--- src/rtl/vga_pixel_painter.sv ---
// vga_pixel_painter: 2-stage checkerboard + sprite pixel stage; sprite bounce motion enabled by `VGA_PAINTER_BOUNCE_EN
module vga_pixel_painter #(
  parameter int H_ACTIVE = 600,
  parameter int V_ACTIVE = 300,
  parameter int SPRITE_W = 32,
  parameter int SPRITE_H = 24,
  parameter int STEP     = 2
) (
  input  logic       clk,
  input  logic       rst_n,
  input  logic       disp_ena_i,
  input  logic [9:0] col_i,
  input  logic [8:0] row_i,
  input  logic       pause_i,
  output logic [3:0] red_o,
  output logic [3:0] green_o,
  output logic [3:0] blue_o,
  output logic       pix_valid_o,
  output logic       frame_tick_o,
  output logic [7:0] bounce_cnt_o
);
  localparam logic [10:0] X_MAX = 11'(H_ACTIVE - SPRITE_W);
  localparam logic [10:0] Y_MAX = 11'(V_ACTIVE - SPRITE_H);
  localparam logic [10:0] ST    = 11'(STEP);
  logic [10:0] x_pos, y_pos, col_w, row_w;
  logic        v1, in_spr, chk, frame_tick;
  assign col_w = {1'b0, col_i};
  assign row_w = {2'b0, row_i};
  assign frame_tick = disp_ena_i && col_i == 10'(H_ACTIVE - 1) && row_i == 9'(V_ACTIVE - 1);
`ifdef VGA_PAINTER_BOUNCE_EN
  typedef enum logic {POS, NEG} dir_e;
  dir_e        dir_x, dir_y, dir_x_nx, dir_y_nx;
  logic [10:0] x_nx, y_nx;
  logic        bx, by;
  logic [7:0]  bounce_cnt;
  // Position moves on the same edge that registers the tick, so the last pixel still uses the old position
  always_ff @(posedge clk or negedge rst_n)
    if (!rst_n) begin
      x_pos      <= '0;
      y_pos      <= '0;
      dir_x      <= POS;
      dir_y      <= POS;
      bounce_cnt <= '0;
    end else if (frame_tick && !pause_i) begin
      x_pos      <= x_nx;
      y_pos      <= y_nx;
      dir_x      <= dir_x_nx;
      dir_y      <= dir_y_nx;
      bounce_cnt <= bounce_cnt + 8'(bx) + 8'(by);
    end
  always_comb begin
    bx       = dir_x == POS ? x_pos + ST >= X_MAX : x_pos <= ST;
    by       = dir_y == POS ? y_pos + ST >= Y_MAX : y_pos <= ST;
    x_nx     = dir_x == POS ? (bx ? X_MAX : x_pos + ST) : (bx ? '0 : x_pos - ST);
    y_nx     = dir_y == POS ? (by ? Y_MAX : y_pos + ST) : (by ? '0 : y_pos - ST);
    dir_x_nx = bx ? (dir_x == POS ? NEG : POS) : dir_x;
    dir_y_nx = by ? (dir_y == POS ? NEG : POS) : dir_y;
  end
  assign bounce_cnt_o = bounce_cnt;
`else
  logic unused_pause;
  assign unused_pause = pause_i;
  assign x_pos = X_MAX / 11'd2;
  assign y_pos = Y_MAX / 11'd2;
  assign bounce_cnt_o = '0;
`endif
  always_ff @(posedge clk or negedge rst_n)
    if (!rst_n) begin
      v1           <= 1'b0;
      in_spr       <= 1'b0;
      chk          <= 1'b0;
      frame_tick_o <= 1'b0;
      red_o        <= '0;
      green_o      <= '0;
      blue_o       <= '0;
      pix_valid_o  <= 1'b0;
    end else begin
      v1           <= disp_ena_i;
      in_spr       <= col_w >= x_pos && col_w < x_pos + 11'(SPRITE_W) &&
                      row_w >= y_pos && row_w < y_pos + 11'(SPRITE_H);
      chk          <= col_i[4] ^ row_i[4];
      frame_tick_o <= frame_tick;
      red_o        <= !v1 ? 4'h0 : in_spr ? 4'hF : chk ? 4'h4 : 4'h0;
      green_o      <= !v1 ? 4'h0 : in_spr ? 4'hF : chk ? 4'h4 : 4'h0;
      blue_o       <= !v1 ? 4'h0 : in_spr ? 4'h0 : chk ? 4'h4 : 4'h8;
      pix_valid_o  <= v1;
    end
endmodule
--- config.mk ---
export PLATFORM = sky130hd
export DESIGN_NAME = vga_pixel_painter
export DESIGN_NICKNAME = d
export VERILOG_FILES = /design/src/rtl/vga_pixel_painter.sv
export SDC_FILE = /design/constraint.sdc
export NUM_CORES = 1
export LEC_CHECK = 0
export BUFFER_PORTS_ARGS = -buffer_cell sky130_fd_sc_hd__buf_4
export CAP_MARGIN = 30
export CORE_MARGIN = 2
export CORE_UTILIZATION = 30
export DETAILED_ROUTE_END_ITERATION = 8
export PLACE_DENSITY = 0.67
export SLEW_MARGIN = 10
export SYNTH_ARGS = -nofsm -noshare
export SYNTH_HDL_FRONTEND = slang
export SYNTH_SLANG_ARGS = --single-unit
export TNS_END_PERCENT = 30
--- constraint.sdc ---
create_clock -name clk -period 0.82 [get_ports clk]
set_input_delay 0.164 -clock clk [delete_from_list [all_inputs] [get_ports clk]]
set_output_delay 0.164 -clock clk [all_outputs]
set_load 0.01 [all_outputs]
==> impl_metrics.tcl, run 1 <==
set metrics [dict create \
    p_per_area_nw_per_um2 1326 \
    numCtsBuffers 3 \
    rsz0062_at_grt "true" \
    ctsLongestPathBuffers 2 \
    antenna_left 0 \
    grtUsageTotal_pct 12.26 \
    first_iter_violations 11 \
    syn2layout_area_growth_pct 53.55 \
    die_w_microns 45.30 \
    synth-edff-count 0 \
    first_pass_iters 2 \
    cts-root-buf "clkbuf_4" \
    cp.depth 1 \
    synth_cell_types 18 \
    violations "negative setup slack" \
    crit_path_max_fanout 6 \
    syn_inst 46 \
    finalClockSkew_ns 0.001275 \
    cp.required_ns 0.66 \
    dp_slack_ns -0.2464 \
    antenna_cells 0 \
    clkTransAtPathRegs_ns 0.06 \
    finalCritPeriodShare_pct 123.5 \
    final_hold_viol_count 0 \
    grt_max_degree 10 \
    drc 0 \
    ios 45 \
    cp-end-kind "primary output" \
    avgSynthCellArea_sq_um 11.12 \
    ff2ff_path_depth 1 \
    max_stage_delay_ns 0.44 \
    first_global_vias 451 \
    ys_ff_latch 9 \
    via_count 438 \
    die_area_sq_um 2052 \
    grt_overflow 0 \
    yosys.area.top_type "dfrtp_1" \
    antenna_found_initial 0 \
    yosys_warnings 0 \
    path_cells "buf_4" \
    gp_congestion 0.6982 \
    cp_slowest_cell "dfrtp_2" \
    path_buf_inv 1 \
    critPathTopFamily "flip-flops" \
    port_buffers 33 \
    report.final.slew_viol_count 0 \
    finalWorstSetupSlack_ns -0.1928 \
    synth_top_cells_by_count "buf_4, dfrtp_1, nand4_1" \
    cap_violations 0 \
    path_class "reg2out" \
    nNetsFinal 105 \
    peakVddDrop_uv 559.3 \
    place_hpwl_microns 954.1 \
    hold_depth 1 \
    yosysMostFrequentCell "buf_4" \
    cts_tree "done" \
    grt_first_pass_wirelength_microns 1704 \
    outcome "finished with violations" \
    cts.sinks 9 \
    detail_route.vias_per_cell 4.515 \
    leakagePower_nw 0.3933 \
    synthTopCellsByArea "dfrtp_1, buf_4, nand4_1, nor4b_1, xor2_1" \
    netlist.area_leader.share_pct 44.01 \
    post_drt_wl_per_cell_microns 11.46 \
    hp-class "in2reg" \
    netlist_area_sq_um 511.7 \
    fmax_mhz 987.4 \
    ys_async_sr_fraction_pct 100.0 \
    final.min_clock_period_ns 1.013 \
    core_sq_um 1559 \
    num-fill-cells 157 \
    start_kind "flip-flop" \
    num_rows 14 \
    drive_gt1_share_pct 55.56 \
    arrival_ns 0.85 \
    start_util_pct 32.83 \
    multi_input_area_sq_um 206.4 \
    drt-total-wl_microns 1112 \
    clock_latency_ns 0.26 \
    regArea_sq_um 226.5 \
    synth_seq_area_share_pct 44.01 \
    ys.flop_type "dfrtp_1" \
    setup_viol 12 \
    hold_ws_ns 0.02110 \
    dieHeight_microns 45.30 \
    cts_max_level 1 \
]
cells by family (layout without fill, tap and decap cells):
logic type | after synthesis | in the layout | share of synthesized area [%]
AO/OA/AOI/OAI | 4 | 4 | 8.069
buffers and inverters | 16 | 42 | 23.47
flip-flops | 9 | 9 | 44.01
XOR/XNOR | 2 | 2 | 3.424
AND/OR/NAND/NOR | 14 | 14 | 20.30
other | 1 | 10 | 0.7328
power by group:
| part | total (W) | switching [W] | internal (W) |
|---|---|---|---|
| Combinational | 0.000224 | 0.0000952 | 0.000129 |
| Clock | 0.000340 | 0.000153 | 0.000187 |
| Sequential | 0.000478 | 0.0000125 | 0.000466 |
| Total | 0.00104 | 0.000260 | 0.000782 |
layout make-up:
| cell class | count | area share [%] |
|---|---|---|
| Multi-Input combinational cell | 30 | 26.27 |
| Sequential cell | 9 | 28.82 |
| Timing Repair Buffer | 38 | 39.01 |
| Tap cell | 16 | 2.548 |
| Clock buffer | 4 | 3.344 |
through the flow:
step	area (sq um)	TNS, ns	power (W)	util (%)	instances
6_report	785.8	-1.741	0.001042	50.40	97
5_1_grt	785.8	-2.100	0.001101	50.40	97
4_1_cts	774.5	-1.841	0.001046	49.68	97
3_5_place_dp	723.2	-0.3844	0.0006968	46.39	92
3_3_place_gp	723.2	-0.3300	0.0006910	46.39	92
2_1_floorplan	545.5	0	0.0005868	-	55
layer usage:
layer  wire length (microns)  up-vias  track usage (%)  part of all wire, %
met4                       0        0            7.059                    0
li1                        -      207                -                    -
met1                     366      195            11.19                   33
met2                     605       36            22.00                   54
met3                     140        0            5.600                   13
met5                       0        -                0                    0
path summary, 6_finish.rpt:
check                                      from  slack, ns                     to
setup / recovery           green_o[1]$_DFF_PN0_      -0.19             green_o[3]
hold / removal                       disp_ena_i       0.02           v1$_DFF_PN0_
setup reg to reg                   v1$_DFF_PN0_       0.12    blue_o[2]$_DFF_PN0_
hold reg to reg                    v1$_DFF_PN0_       0.44  pix_valid_o$_DFF_PN0_
max in group asynchronous                 rst_n       0.41   green_o[1]$_DFF_PN0_
min in group asynchronous                 rst_n       0.27  pix_valid_o$_DFF_PN0_
registers in the layout (all words and copies together), names as in the netlist:
signal        cells
blue_o            2
green_o           2
chk               1
frame_tick_o      1
in_spr            1
pix_valid_o       1
v1                1
placed cells by master, fill, tap and decap left out:
master         count
nor3b_1            1
clkbuf_4           3
nor4_2             1
nand4b_1           1
dfrtp_1            8
nand4bb_1          1
nand3_1            1
nor2_1             2
nor4b_2            1
o41ai_2            1
conb_1            10
buf_4             32
nor4b_1            1
o21ai_0            1
o21a_1             1
a211oi_2           1
dfrtp_2            1
and3b_1            1
clkbuf_1           1
xor2_1             2
nand4_1            3
buf_6              5
dlygate4sd3_1      1
and2_1             1
timing repair:
item                                    4_1_cts  5_1_grt
endpoints found under the hold margin         9        0
endpoints found under the setup margin       12       13
pin swaps                                     0        0
gates resized for setup                       4        3
hold buffers                                  1        0
setup buffers                                 0        0
Note: power is estimated with default switching activity, not from simulation.
==> inputs of run 2 (changes only) <==
--- a/config.mk
+++ b/config.mk
@@ -8,9 +8,9 @@
 export BUFFER_PORTS_ARGS = -buffer_cell sky130_fd_sc_hd__buf_4
 export CAP_MARGIN = 30
 export CORE_MARGIN = 2
-export CORE_UTILIZATION = 30
+export CORE_UTILIZATION = 36
 export DETAILED_ROUTE_END_ITERATION = 8
-export PLACE_DENSITY = 0.67
+export PLACE_DENSITY = 0.78
 export SLEW_MARGIN = 10
 export SYNTH_ARGS = -nofsm -noshare
 export SYNTH_HDL_FRONTEND = slang
==> run 2 against run 1 <==
  * Sequential share of layout area rose by 0.47 points
  * The flow still finishes with violations (negative setup slack)
  * Highest routed layer is now met4
  * Final area down 1.6%
  * Maximum frequency rose by 2.3%
  * Via count grew 2.3%
  * Combinational power decreased by 2%
==> impl_metrics.tcl, run 2 (synthesis gave the netlist of run 1 again) <==
set metrics [dict create \
    path_cells "buf_4" \
    syn2layout_area_growth_pct 51.10 \
    antenna_cells 0 \
    die_area_sq_um 1739 \
    core_sq_um 1318 \
    pwr-share-seq_pct 46.9 \
    clockPowerShare_pct 31.4 \
    rsz0062_at_grt "true" \
    drt-total-wl_microns 1066 \
    place_hpwl_microns 918 \
    leakagePower_nw 0.3878 \
    grt_first_pass_wirelength_microns 1711 \
    max_stage_delay_ns 0.43 \
    num_rows 13 \
    drc 0 \
    top_regs "blue_o: 2 flops, green_o: 2 flops" \
    switching_power_w 0.0002414 \
    report.final.slew_viol_count 0 \
    hold_depth 1 \
    p_per_area_nw_per_um2 1319 \
    violations "negative setup slack" \
    clkTransAtPathRegs_ns 0.05 \
    gp_congestion 0.7156 \
    cp.required_ns 0.66 \
    path_buf_inv 1 \
    tns_ns -1.567 \
    drive_gt1_share_pct 55.00 \
    dp_cells 90 \
    comb_power_share_pct 21.6 \
    crit_path_max_fanout 6 \
    nNetsFinal 104 \
    cts_max_level 1 \
    die_w_microns 41.70 \
    fin_cells 95 \
    reg2reg_to "blue_o[3]$_DFF_PN0_" \
    start_util_pct 38.84 \
    num-fill-cells 132 \
    start_kind "flip-flop" \
    ctsLongestPathBuffers 2 \
    fmax_mhz 1010 \
    first_global_vias 446 \
    via_count 448 \
    numCtsBuffers 3 \
    arrival_ns 0.83 \
    grtUsageTotal_pct 13.26 \
    ff2ff_path_depth 1 \
    grt_max_degree 10 \
    critPathTopFamily "flip-flops" \
    final_cell_mix "buf_4, conb_1, dfrtp_1" \
    p_int_w 0.0007781 \
    clock_latency_ns 0.25 \
    cts.sinks 9 \
    finalWorstSetupSlack_ns -0.1704 \
    port_buffers 33 \
    cts-root-buf "clkbuf_4" \
    finalClockSkew_ns 0.003997 \
    outcome "finished with violations" \
    ios 45 \
    rr_startpoint "chk$_DFF_PN0_" \
    detail_route.vias_per_cell 4.716 \
    cp-end-kind "primary output" \
    first_iter_violations 5 \
    cts_tree "done" \
    antenna_found_initial 0 \
    hp-start "disp_ena_i" \
    first_pass_iters 5 \
    cp_slowest_cell "dfrtp_2" \
    hp-class "in2reg" \
    peakVddDrop_uv 675.9 \
    final_hold_viol_count 0 \
    antenna_left 0 \
    r2r_slack_ns 0.13 \
    cap_violations 0 \
    min_to "v1$_DFF_PN0_" \
    final.min_clock_period_ns 0.9904 \
    path_class "reg2out" \
    p_sw_share_pct 23.68 \
    setup_viol 12 \
    finalCoreUtilization_pct 58.69 \
    final_common_cell "buf_4" \
    finalCritPeriodShare_pct 120.8 \
    post_drt_wl_per_cell_microns 11.22 \
    dieHeight_microns 41.70 \
    grt_overflow 0 \
]
run 2: worst max path at each step:
stage | start | end | slack (ns) | depth (start not counted)
after global routing | green_o[1]$_DFF_PN0_ | red_o[1] | -0.21 | 1
after detailed placement | row_i[1] | in_spr$_DFF_PN0_ | -0.22 | 4
final | green_o[1]$_DFF_PN0_ | green_o[1] | -0.17 | 1
after floorplan | row_i[1] | in_spr$_DFF_PN0_ | 0.002 | 3
after global placement | row_i[1] | in_spr$_DFF_PN0_ | -0.18 | 4
after CTS | green_o[1]$_DFF_PN0_ | green_o[1] | -0.19 | 1
run 2: final cells by class:
| class | count | area (sq um) | area share [%] |
|---|---|---|---|
| repair buffers | 37 | 295.3 | 38.19 |
| flip-flops and latches | 9 | 226.5 | 29.29 |
| clock buffers | 4 | 26.28 | 3.398 |
| well taps | 15 | 18.77 | 2.427 |
| multi-input cells | 30 | 206.4 | 26.70 |
run 2: timing repair:
| item | in CTS | in global routing |
|---|---|---|
| resized for setup | 4 | 2 |
| endpoints found under the setup margin | 12 | 13 |
| hold buffers | 1 | 0 |
| setup buffers | 0 | 0 |
| endpoints found under the hold margin | 9 | 0 |
run 2: per-stage QoR:
| stage | setup slack [ns] | hold slack [ns] | area [sq um] | total power [W] |
|---|---|---|---|---|
| 2_1_floorplan | 0.002215 | -0.1316 | 545.5 | 0.0005868 |
| 3_3_place_gp | -0.1823 | -0.01182 | 714.4 | 0.0006865 |
| 3_5_place_dp | -0.2177 | -0.008979 | 714.4 | 0.0006921 |
| 4_1_cts | -0.1932 | 0.02352 | 765.7 | 0.001034 |
| 5_1_grt | -0.2123 | 0.02209 | 773.2 | 0.001076 |
| 6_report | -0.1704 | 0.03495 | 773.2 | 0.001020 |
run 2: power by group through the flow:
| stage | clock, W | sequential (W) | combinational [W] |
|---|---|---|---|
| 2_1_floorplan | 0 | 0.000490 | 0.0000963 |
| 3_3_place_gp | 0 | 0.000483 | 0.000204 |
| 3_5_place_dp | 0 | 0.000484 | 0.000208 |
| 4_1_cts | 0.000337 | 0.000479 | 0.000218 |
| 5_1_grt | 0.000356 | 0.000482 | 0.000239 |
| 6_report | 0.000321 | 0.000479 | 0.000220 |
run 2: per-layer routing:
layer | GRT usage [%] | share of wire [%]
met1 | 12.02 | 30
met2 | 23.44 | 56
met3 | 5.652 | 13
met4 | 9.032 | 0.75
met5 | 0 | 0
==> inputs of run 3 (changes only) <==
--- a/config.mk
+++ b/config.mk
@@ -5,12 +5,12 @@
 export SDC_FILE = /design/constraint.sdc
 export NUM_CORES = 1
 export LEC_CHECK = 0
-export BUFFER_PORTS_ARGS = -buffer_cell sky130_fd_sc_hd__buf_4
 export CAP_MARGIN = 30
-export CORE_MARGIN = 2
-export CORE_UTILIZATION = 36
+export CORE_AREA = 2 2 39 41
 export DETAILED_ROUTE_END_ITERATION = 8
-export PLACE_DENSITY = 0.78
+export DIE_AREA = 0 0 41 43
+export DONT_BUFFER_PORTS = 1
+export PLACE_DENSITY = 0.54
 export SLEW_MARGIN = 10
 export SYNTH_ARGS = -nofsm -noshare
 export SYNTH_HDL_FRONTEND = slang
==> run 3 against run 2 <==
  * The run still ends with negative setup slack left
  * Critical path depth unchanged
  * Global-route usage down 3.8 points
  * Sequential power up 2%
  * Critical endpoint is now green_o[3]
==> impl_metrics.tcl, run 3 (synthesis gave the netlist of run 1 again) <==
set metrics [dict create \
    die_w_microns 41 \
    start_util_pct 36.98 \
    core_sq_um 1384 \
    cts.sinks 9 \
    drc 0 \
    first_global_vias 311 \
    postCtsSetupBuffers 0 \
    fin_cells 64 \
    pwr-share-seq_pct 54.2 \
    antenna_cells 0 \
    clockPowerShare_pct 36.8 \
    path_cells "buf_12" \
    grt_overflow 0 \
    ios 45 \
    clkTransAtPathRegs_ns 0.06 \
    cts_max_level 1 \
    top_regs "blue_o: 2 flops, green_o: 2 flops" \
    start_kind "flip-flop" \
    met2_usage_pct 15.63 \
    report.final.slew_viol_count 0 \
    dp_cells 56 \
    die_area_sq_um 1763 \
    via_count 315 \
    final_hold_viol_count 0 \
    cp_slowest_cell "dfrtp_1" \
    gp_congestion 0.7889 \
    peakVddDrop_uv 496.0 \
    numCtsBuffers 3 \
    p_per_area_nw_per_um2 1688 \
    nNetsFinal 72 \
    rsz0062_at_grt "true" \
    antenna_found_initial 0 \
    leakagePower_nw 0.2247 \
    cp-end-kind "primary output" \
    final_cell_mix "conb_1, dfrtp_1, dlygate4sd3_1" \
    port_buffers 0 \
    post_drt_wl_per_cell_microns 12.06 \
    finalClockSkew_ns 0.0007685 \
    grtUsageTotal_pct 9.413 \
    detail_route.vias_per_cell 4.922 \
    hp-class "in2reg" \
    num_rows 14 \
    cp.required_ns 0.66 \
    hold_ws_ns 0.04588 \
    cap_violations 0 \
    final.min_clock_period_ns 0.9650 \
    violations "negative setup slack" \
    crit_path_max_fanout 6 \
    first_pass_iters 1 \
    max_stage_delay_ns 0.39 \
    grt.busiest_layer "met2" \
    path_buf_inv 1 \
    postPlaceCellArea_sq_um 465.4 \
    critPathTopFamily "flip-flops" \
    path_class "reg2out" \
    power_w 0.0008997 \
    grt_util_met3_pct 4.188 \
    fmax_mhz 1036 \
    finalWorstSetupSlack_ns -0.1450 \
    num-fill-cells 143 \
    grt_max_degree 10 \
    final_common_cell "conb_1" \
    comb_power_share_pct 9.1 \
    drt-total-wl_microns 772 \
    finalCritPeriodShare_pct 117.7 \
    grt.met1_usage_pct 7.261 \
    p_int_w 0.0006892 \
    drive_gt1_share_pct 16.67 \
    arrival_ns 0.80 \
    setup_viol 10 \
    p_sw_share_pct 23.40 \
    cts_tree "done" \
    dieHeight_microns 43 \
    antenna_left 0 \
    syn2layout_area_growth_pct 4.156 \
    ctsLongestPathBuffers 2 \
    fin_area_sq_um 533.0 \
    outcome "finished with violations" \
    first_iter_violations 0 \
    clock_latency_ns 0.25 \
    cts-root-buf "clkbuf_4" \
    switching_power_w 0.0002105 \
    grt_first_pass_wirelength_microns 1055 \
]
==> run 3: routing by layer <==
layer	vias up	part of all wire [%]	wire, microns
met5	-	0	0
met4	0	0	0
met3	0	16	126
met2	28	54	414
met1	144	30	231
li1	143	-	-
==> run 3: final cells by class <==
cell class / instances / area (sq um) / area share [%]
sequential: 9 / 226.5 / 42.49
multi-input combinational: 30 / 200.2 / 37.56
timing repair buffer: 5 / 60.06 / 11.27
clock buffer: 4 / 26.28 / 4.930
tap: 16 / 20.02 / 3.756
==> run 3: path summary, 6_finish.rpt <==
kind                                           start                    end  slack [ns]  cells past startpoint
worst max-delay path            green_o[1]$_DFF_PN0_             green_o[3]       -0.14                      1
min in group asynchronous                      rst_n  pix_valid_o$_DFF_PN0_        0.27                      1
worst min register to register          v1$_DFF_PN0_  pix_valid_o$_DFF_PN0_        0.44                      0
max in group asynchronous                      rst_n   green_o[2]$_DFF_PN0_        0.25                      1
worst min-delay path                        col_i[8]       in_spr$_DFF_PN0_        0.05                      2
worst max register to register          v1$_DFF_PN0_    blue_o[2]$_DFF_PN0_        0.13                      1
==> run 3: stage by stage <==
step | utilization, % | setup WS [ns] | TNS (ns)
2_1_floorplan | - | 0.002215 | 0
3_3_place_gp | 33.63 | -0.05699 | -0.1084
3_5_place_dp | 33.63 | -0.07617 | -0.1263
4_1_cts | 38.43 | -0.1599 | -1.114
5_1_grt | 38.52 | -0.1706 | -1.276
6_report | 38.52 | -0.1450 | -0.9475
==> run 3: what timing repair did <==
action | CTS | global route
hold endpoints to repair | 11 | 0
pin swaps | 0 | 0
setup endpoints to repair | 12 | 12
hold buffers | 4 | 0
gates resized for setup | 0 | 1
==> run 3: power by group through the flow <==
stage / clock (W) / sequential (W) / combinational, W
after detailed placement: 0 / 0.000495 / 0.0000574
after global placement: 0 / 0.000494 / 0.0000568
after floorplan: 0 / 0.000490 / 0.0000963
after global routing: 0.000370 / 0.000492 / 0.0000912
after CTS: 0.000353 / 0.000487 / 0.0000821
final: 0.000331 / 0.000487 / 0.0000816
